===== config.mk =====
export PLATFORM = sky130hd
export DESIGN_NAME = sequencer
export DESIGN_NICKNAME = d
export VERILOG_FILES = /design/src/rtl/cpu_pkg.sv /design/src/rtl/sequencer.sv
export SDC_FILE = /design/constraint.sdc
export NUM_CORES = 1
export LEC_CHECK = 0
export ABC_AREA = 1
export BUFFER_PORTS_ARGS = -buffer_cell sky130_fd_sc_hd__buf_4
export CORE_AREA = 2 2 39 41
export CTS_CLUSTER_DIAMETER = 50
export DETAILED_ROUTE_END_ITERATION = 6
export DIE_AREA = 0 0 41 43
export PLACE_DENSITY = 0.6
export SYNTH_ARGS = -nofsm -noshare
export SYNTH_HDL_FRONTEND = slang
export SYNTH_SLANG_ARGS = --single-unit

===== constraint.sdc =====
create_clock -name clock -period 2.1 [get_ports clock]
set_clock_uncertainty 0.2 [all_clocks]
set_input_delay 0.21 -clock clock [delete_from_list [all_inputs] [get_ports clock]]
set_output_delay 0.21 -clock clock [all_outputs]
set_load 0.01 [all_outputs]

===== src/rtl/cpu_pkg.sv =====
`default_nettype none
`timescale 1ns/1ps
// +----------------------------------------------------------------------+
// | cpu_pkg : opcode and ALU-operation encodings shared by the CPU core  |
// | Revision : 1.0                                                       |
// +----------------------------------------------------------------------+
package cpu_pkg;

    localparam int unsigned OPCODE_W = 3;

    typedef enum logic [OPCODE_W-1:0] {
        OP_LOAD  = 3'b000,
        OP_STORE = 3'b001,
        OP_ADD   = 3'b010,
        OP_SUB   = 3'b011,
        OP_BNE   = 3'b100,
        OP_JMP   = 3'b101,
        OP_NOP   = 3'b110,
        OP_HALT  = 3'b111
    } opcode_t;

    typedef enum logic [1:0] {
        ALU_PASS = 2'b00,
        ALU_ADD  = 2'b01,
        ALU_SUB  = 2'b10
    } alu_op_t;

endpackage
`default_nettype wire


===== src/rtl/sequencer.sv =====
`default_nettype none
`timescale 1ns/1ps
// +----------------------------------------------------------------------+
// | sequencer : Moore control FSM for the accumulator CPU                |
// | Revision  : 1.0                                                      |
// +----------------------------------------------------------------------+
module sequencer
    import cpu_pkg::*;
#(
    parameter int WORD_W = 8,
    parameter int OP_W   = 3
) (
    input  logic            clock,
    input  logic            reset,
    input  logic [OP_W-1:0] op,
    input  logic            z_flag,
    input  logic            mem_ready,
    output logic            load_MAR,
    output logic            load_MDR,
    output logic            load_IR,
    output logic            load_PC,
    output logic            INC_PC,
    output logic            load_ACC,
    output logic            PC_bus,
    output logic            Addr_bus,
    output logic            MDR_bus,
    output logic            ACC_bus,
    output logic            CS,
    output logic            R_NW,
    output logic [1:0]      ALU_op,
    output logic            halted
);

    // The opcode field can never be wider than the instruction word itself.
    localparam int unsigned C_OPC_W = (OP_W < WORD_W) ? OP_W : WORD_W;

    typedef enum logic [3:0] {
        S_FETCH0 = 4'd0,
        S_FETCH1 = 4'd1,
        S_FETCH2 = 4'd2,
        S_DECODE = 4'd3,
        S_READ   = 4'd4,
        S_EXEC   = 4'd5,
        S_WRITE0 = 4'd6,
        S_WRITE1 = 4'd7,
        S_BRANCH = 4'd8,
        S_HALT   = 4'd9
    } state_t;

    state_t  state_q;
    state_t  state_d;
    opcode_t w_opcode;

    assign w_opcode = opcode_t'(op[C_OPC_W-1:0]);

    always_ff @(posedge clock) begin
        if (reset) begin
            state_q <= S_FETCH0;
        end else begin
            state_q <= state_d;
        end
    end

    always_comb begin
        state_d  = state_q;
        load_MAR = 1'b0;
        load_MDR = 1'b0;
        load_IR  = 1'b0;
        load_PC  = 1'b0;
        INC_PC   = 1'b0;
        load_ACC = 1'b0;
        PC_bus   = 1'b0;
        Addr_bus = 1'b0;
        MDR_bus  = 1'b0;
        ACC_bus  = 1'b0;
        CS       = 1'b0;
        R_NW     = 1'b1;
        ALU_op   = ALU_PASS;
        halted   = 1'b0;

        case (state_q)
            S_FETCH0: begin
                PC_bus   = 1'b1;
                load_MAR = 1'b1;
                state_d  = S_FETCH1;
            end
            S_FETCH1: begin
                CS       = 1'b1;
                load_MDR = mem_ready;
                if (mem_ready) state_d = S_FETCH2;
            end
            S_FETCH2: begin
                MDR_bus = 1'b1;
                load_IR = 1'b1;
                INC_PC  = 1'b1;
                state_d = S_DECODE;
            end
            S_DECODE: begin
                Addr_bus = 1'b1;
                load_MAR = 1'b1;
                case (w_opcode)
                    OP_LOAD, OP_ADD, OP_SUB: state_d = S_READ;
                    OP_STORE:                state_d = S_WRITE0;
                    OP_JMP:                  state_d = S_BRANCH;
                    OP_BNE:                  state_d = z_flag ? S_FETCH0 : S_BRANCH;
                    OP_HALT:                 state_d = S_HALT;
                    default:                 state_d = S_FETCH0;
                endcase
            end
            S_READ: begin
                CS       = 1'b1;
                load_MDR = mem_ready;
                if (mem_ready) state_d = S_EXEC;
            end
            S_EXEC: begin
                MDR_bus  = 1'b1;
                load_ACC = 1'b1;
                case (w_opcode)
                    OP_ADD:  ALU_op = ALU_ADD;
                    OP_SUB:  ALU_op = ALU_SUB;
                    default: ALU_op = ALU_PASS;
                endcase
                state_d = S_FETCH0;
            end
            S_WRITE0: begin
                ACC_bus  = 1'b1;
                load_MDR = 1'b1;
                state_d  = S_WRITE1;
            end
            S_WRITE1: begin
                CS   = 1'b1;
                R_NW = 1'b0;
                if (mem_ready) state_d = S_FETCH0;
            end
            S_BRANCH: begin
                Addr_bus = 1'b1;
                load_PC  = 1'b1;
                state_d  = S_FETCH0;
            end
            S_HALT: begin
                halted = 1'b1;
            end
            default: begin
                state_d = S_FETCH0;
            end
        endcase
    end

endmodule
`default_nettype wire


==> impl_table.tex <==
\begin{tabular}{lr}
\hline
Metric & Value \\
\hline
\multicolumn{2}{l}{\textbf{Floorplanning}} \\
Die Width & 41 µm \\
Core ar. & 1380 µm² \\
\# rows & 14 \\
Initial standard-cell utilization of the core & 0.286 \\
I/O Pins & 22 \\
Full die area & 1760 µm² \\
Die Span Y & 43 µm \\
\multicolumn{2}{l}{\textbf{Pwr}} \\
Net switching power of the design & 177 µW \\
Power per Cell Area & 736 nW/µm² \\
Worst voltage drop across the vdd grid & 0.000290 V \\
Cell Int Power & 263 µW \\
Share of total power in sequential cells & 0.239 \\
Share of total power consumed by net switching & 0.403 \\
Leakage component of the power & 0.354 nW \\
Fraction of power consumed by combinational cells & 0.552 \\
Clk network pwr share & 0.209 \\
Post-layout power & 440 µW \\
\multicolumn{2}{l}{\textbf{Placed design}} \\
Port bufs & 21 \\
Final weighted congestion of routability-driven global placement & 0.739 \\
Placed Cells & 108 \\
HPWL after DPL & 872 µm \\
\multicolumn{2}{l}{\textbf{Timing}} \\
Rel. slew slack & 0.824 \\
Sum of negative setup slack & 0 ps \\
Setup repair after global routing missed its margin & false \\
Maximum clock frequency & 549 MHz \\
Hold WS & 75.6 ps \\
Max Slew Vio Count & 0 \\
Final-report setup violation count & 0 \\
Hold Violations, Final & 0 \\
Final critical-path required period & 1820 ps \\
Period Utilization, post-route & 0.867 \\
Slew at the pin closest to its max-slew limit & 263 ps \\
\multicolumn{2}{l}{\textbf{CTS}} \\
Number of buffers added for setup after CTS & 0 \\
TritonCTS clock tree & built \\
Number of buffers inserted during clock tree synthesis & 3 \\
Max Buffers Root-to-Sink & 2 \\
Clock Pin Slew Worst Setup and Hold Paths & 40 ps \\
Clock sink total & 4 \\
Clock insertion delay at the later pin of the skew report & 230 ps \\
Root Driver & sky130\_fd\_sc\_hd\_\_clkbuf\_4 \\
CTS H-tree depth & 1 \\
\multicolumn{2}{l}{\textbf{Detailed routing}} \\
Detailed-route vias per instance & 4.50 \\
Number of antenna-violating nets in the routed design & 0 \\
Total Routed Length & 1000 µm \\
Total via count after detailed routing & 504 \\
Routed wirelength normalized by instance count & 8.95 µm \\
Drc violations & 0 \\
Length of the first detailed-routing pass in iterations & 2 \\
Initial detailed-routing violation count & 4 \\
\multicolumn{2}{l}{\textbf{Synth}} \\
Top cell type by total area after synthesis & sky130\_fd\_sc\_hd\_\_dfxtp\_1 \\
Average cell area after synthesis & 5.49 µm² \\
Synthesized cell area & 395 µm² \\
Cell count after synthesis & 72 \\
Fraction of synthesized cell area taken by the top area cell type & 0.203 \\
Post-synthesis register bit count & 4 \\
Largest cells by area after synthesis & sky130\_fd\_sc\_hd\_\_dfxtp\_1 (20\%), sky130\_fd\_sc\_hd\_\_inv\_1 (14\%), sky130\_fd\_sc\_hd\_\_nor2\_1 (13\%) \\
Synthesized Nets & 79 \\
Number of distinct standard cells referenced by the synthesized netlist & 18 \\
Part of the Yosys area used for sequential elements & 0.203 \\
Total of warnings raised by yosys & 0 \\
\multicolumn{2}{l}{\textbf{Layout}} \\
N\_diodes & 0 \\
Ratio of cells with drive above 1 in the final layout & 0.344 \\
Largest register FFs & 4 \\
Area Overhead vs Synth & 51.3\% \\
Commonest non-fill, non-tap cells in the layout & sky130\_fd\_sc\_hd\_\_buf\_4 (21), sky130\_fd\_sc\_hd\_\_inv\_1 (15), sky130\_fd\_sc\_hd\_\_nor2\_1 (14) \\
Nets@finish & 105 \\
Final standard cell utilization of the core & 0.432 \\
Final instance count without filler cells & 112 \\
Largest reg by FF count & state\_q \\
Fill cells & 159 \\
Biggest registers after layout & state\_q (4) \\
Commonest non-fill, non-tap cell in the layout & sky130\_fd\_sc\_hd\_\_buf\_4 \\
\multicolumn{2}{l}{\textbf{Global routing}} \\
Vias in the first global route & 407 \\
Total congestion overflow after global routing & 0 \\
Wire length of the first global-routing pass & 1500 µm \\
Initial antenna violation count & 0 \\
Pin count of the biggest net entering global routing & 8 \\
Aggregate global-route resource usage & 0.125 \\
\multicolumn{2}{l}{\textbf{Critical path}} \\
Capturing element type of the critical path & output port \\
Data required time at the worst endpoint & 1690 ps \\
CP arrival & 1410 ps \\
CP Launch Type & flop \\
Critical path start-end classification & reg -> out \\
R2R setup slack & 690 ps \\
Maximum fanout count along the critical path & 5 \\
\multicolumn{2}{l}{\textbf{Status}} \\
Outcome & finished clean \\
\multicolumn{2}{l}{\textbf{Hold path}} \\
Hold WC Path Type & in -> reg \\
\multicolumn{2}{l}{\textbf{Flow run}} \\
Max-capacitance violation count & 0 \\
\hline
\end{tabular}
## worst max-delay path: stages, from the launching register on
cell and delay (ps):
sky130_fd_sc_hd__dfxtp_1 430, sky130_fd_sc_hd__nor2_1 110, sky130_fd_sc_hd__nand2_1 140, sky130_fd_sc_hd__nor2_1 80, sky130_fd_sc_hd__or2_2 290, sky130_fd_sc_hd__buf_4 140
## per-layer routing
metal	global-route usage	share of wire	vias up	wire, µm
met5	0	0	-	0
met4	0.0800	0	0	0
met3	0.0314	0.055	0	55
met2	0.197	0.52	14	520
met1	0.139	0.43	217	426
li1	-	-	273	-
## cell usage after synthesis
master and number:
sky130_fd_sc_hd__buf_4 1, sky130_fd_sc_hd__nand3_2 1, sky130_fd_sc_hd__o21ai_0 5, sky130_fd_sc_hd__o22ai_1 1, sky130_fd_sc_hd__nand3_1 6, sky130_fd_sc_hd__nor3_1 1, sky130_fd_sc_hd__nand3b_1 1, sky130_fd_sc_hd__nor2_1 14
sky130_fd_sc_hd__clkinv_1 1, sky130_fd_sc_hd__nand2_2 4, sky130_fd_sc_hd__dfxtp_1 4, sky130_fd_sc_hd__nand2_1 9, sky130_fd_sc_hd__inv_2 1, sky130_fd_sc_hd__nor2_2 1, sky130_fd_sc_hd__or2_2 1, sky130_fd_sc_hd__a21oi_1 5
sky130_fd_sc_hd__nor2_4 1, sky130_fd_sc_hd__inv_1 15
## path summary, 6_finish.rpt
check | cells past startpoint | startpoint | to
setup reg to reg | 7 | state_q[0] | state_q[2]
setup / recovery | 5 | state_q[3] | load_MDR
hold / removal | 3 | op[2] | state_q[3]
hold reg to reg | 2 | state_q[1] | state_q[1]
## final cells by class
cell class / count / area [µm²] / share of cell area
inverters: 17 / 63.8 / 0.107
multi-input cells: 50 / 244 / 0.408
well taps: 16 / 20.0 / 0.0335
flip-flops and latches: 4 / 80.1 / 0.134
clock buffers: 3 / 22.5 / 0.0377
repair buffers: 22 / 168 / 0.280
## what timing repair did
action	4_1_cts	5_1_grt
endpoints found under the hold margin	1	0
hold buffers	1	0
gates resized for setup	0	0
## power groups by stage
stage,clock network (mW),logic [mW],registers [mW]
after CTS,0.0952,0.246,0.105
after floorplan,0,0.154,0.102
after global placement,0,0.243,0.105
after detailed placement,0,0.244,0.106
after global routing,0.104,0.273,0.107
final,0.0920,0.243,0.105
## through the flow
step	setup WS (ps)	cell area, µm²
5_1_grt	175	598
3_5_place_dp	504	566
2_1_floorplan	568	395
3_3_place_gp	516	566
4_1_cts	255	598
6_report	279	598
## cell families after synthesis
family,share of synthesized area
flops,0.203
buf+inv,0.180
compound gates,0.142
simple gates,0.475
Power figures use the tool's default switching activity.
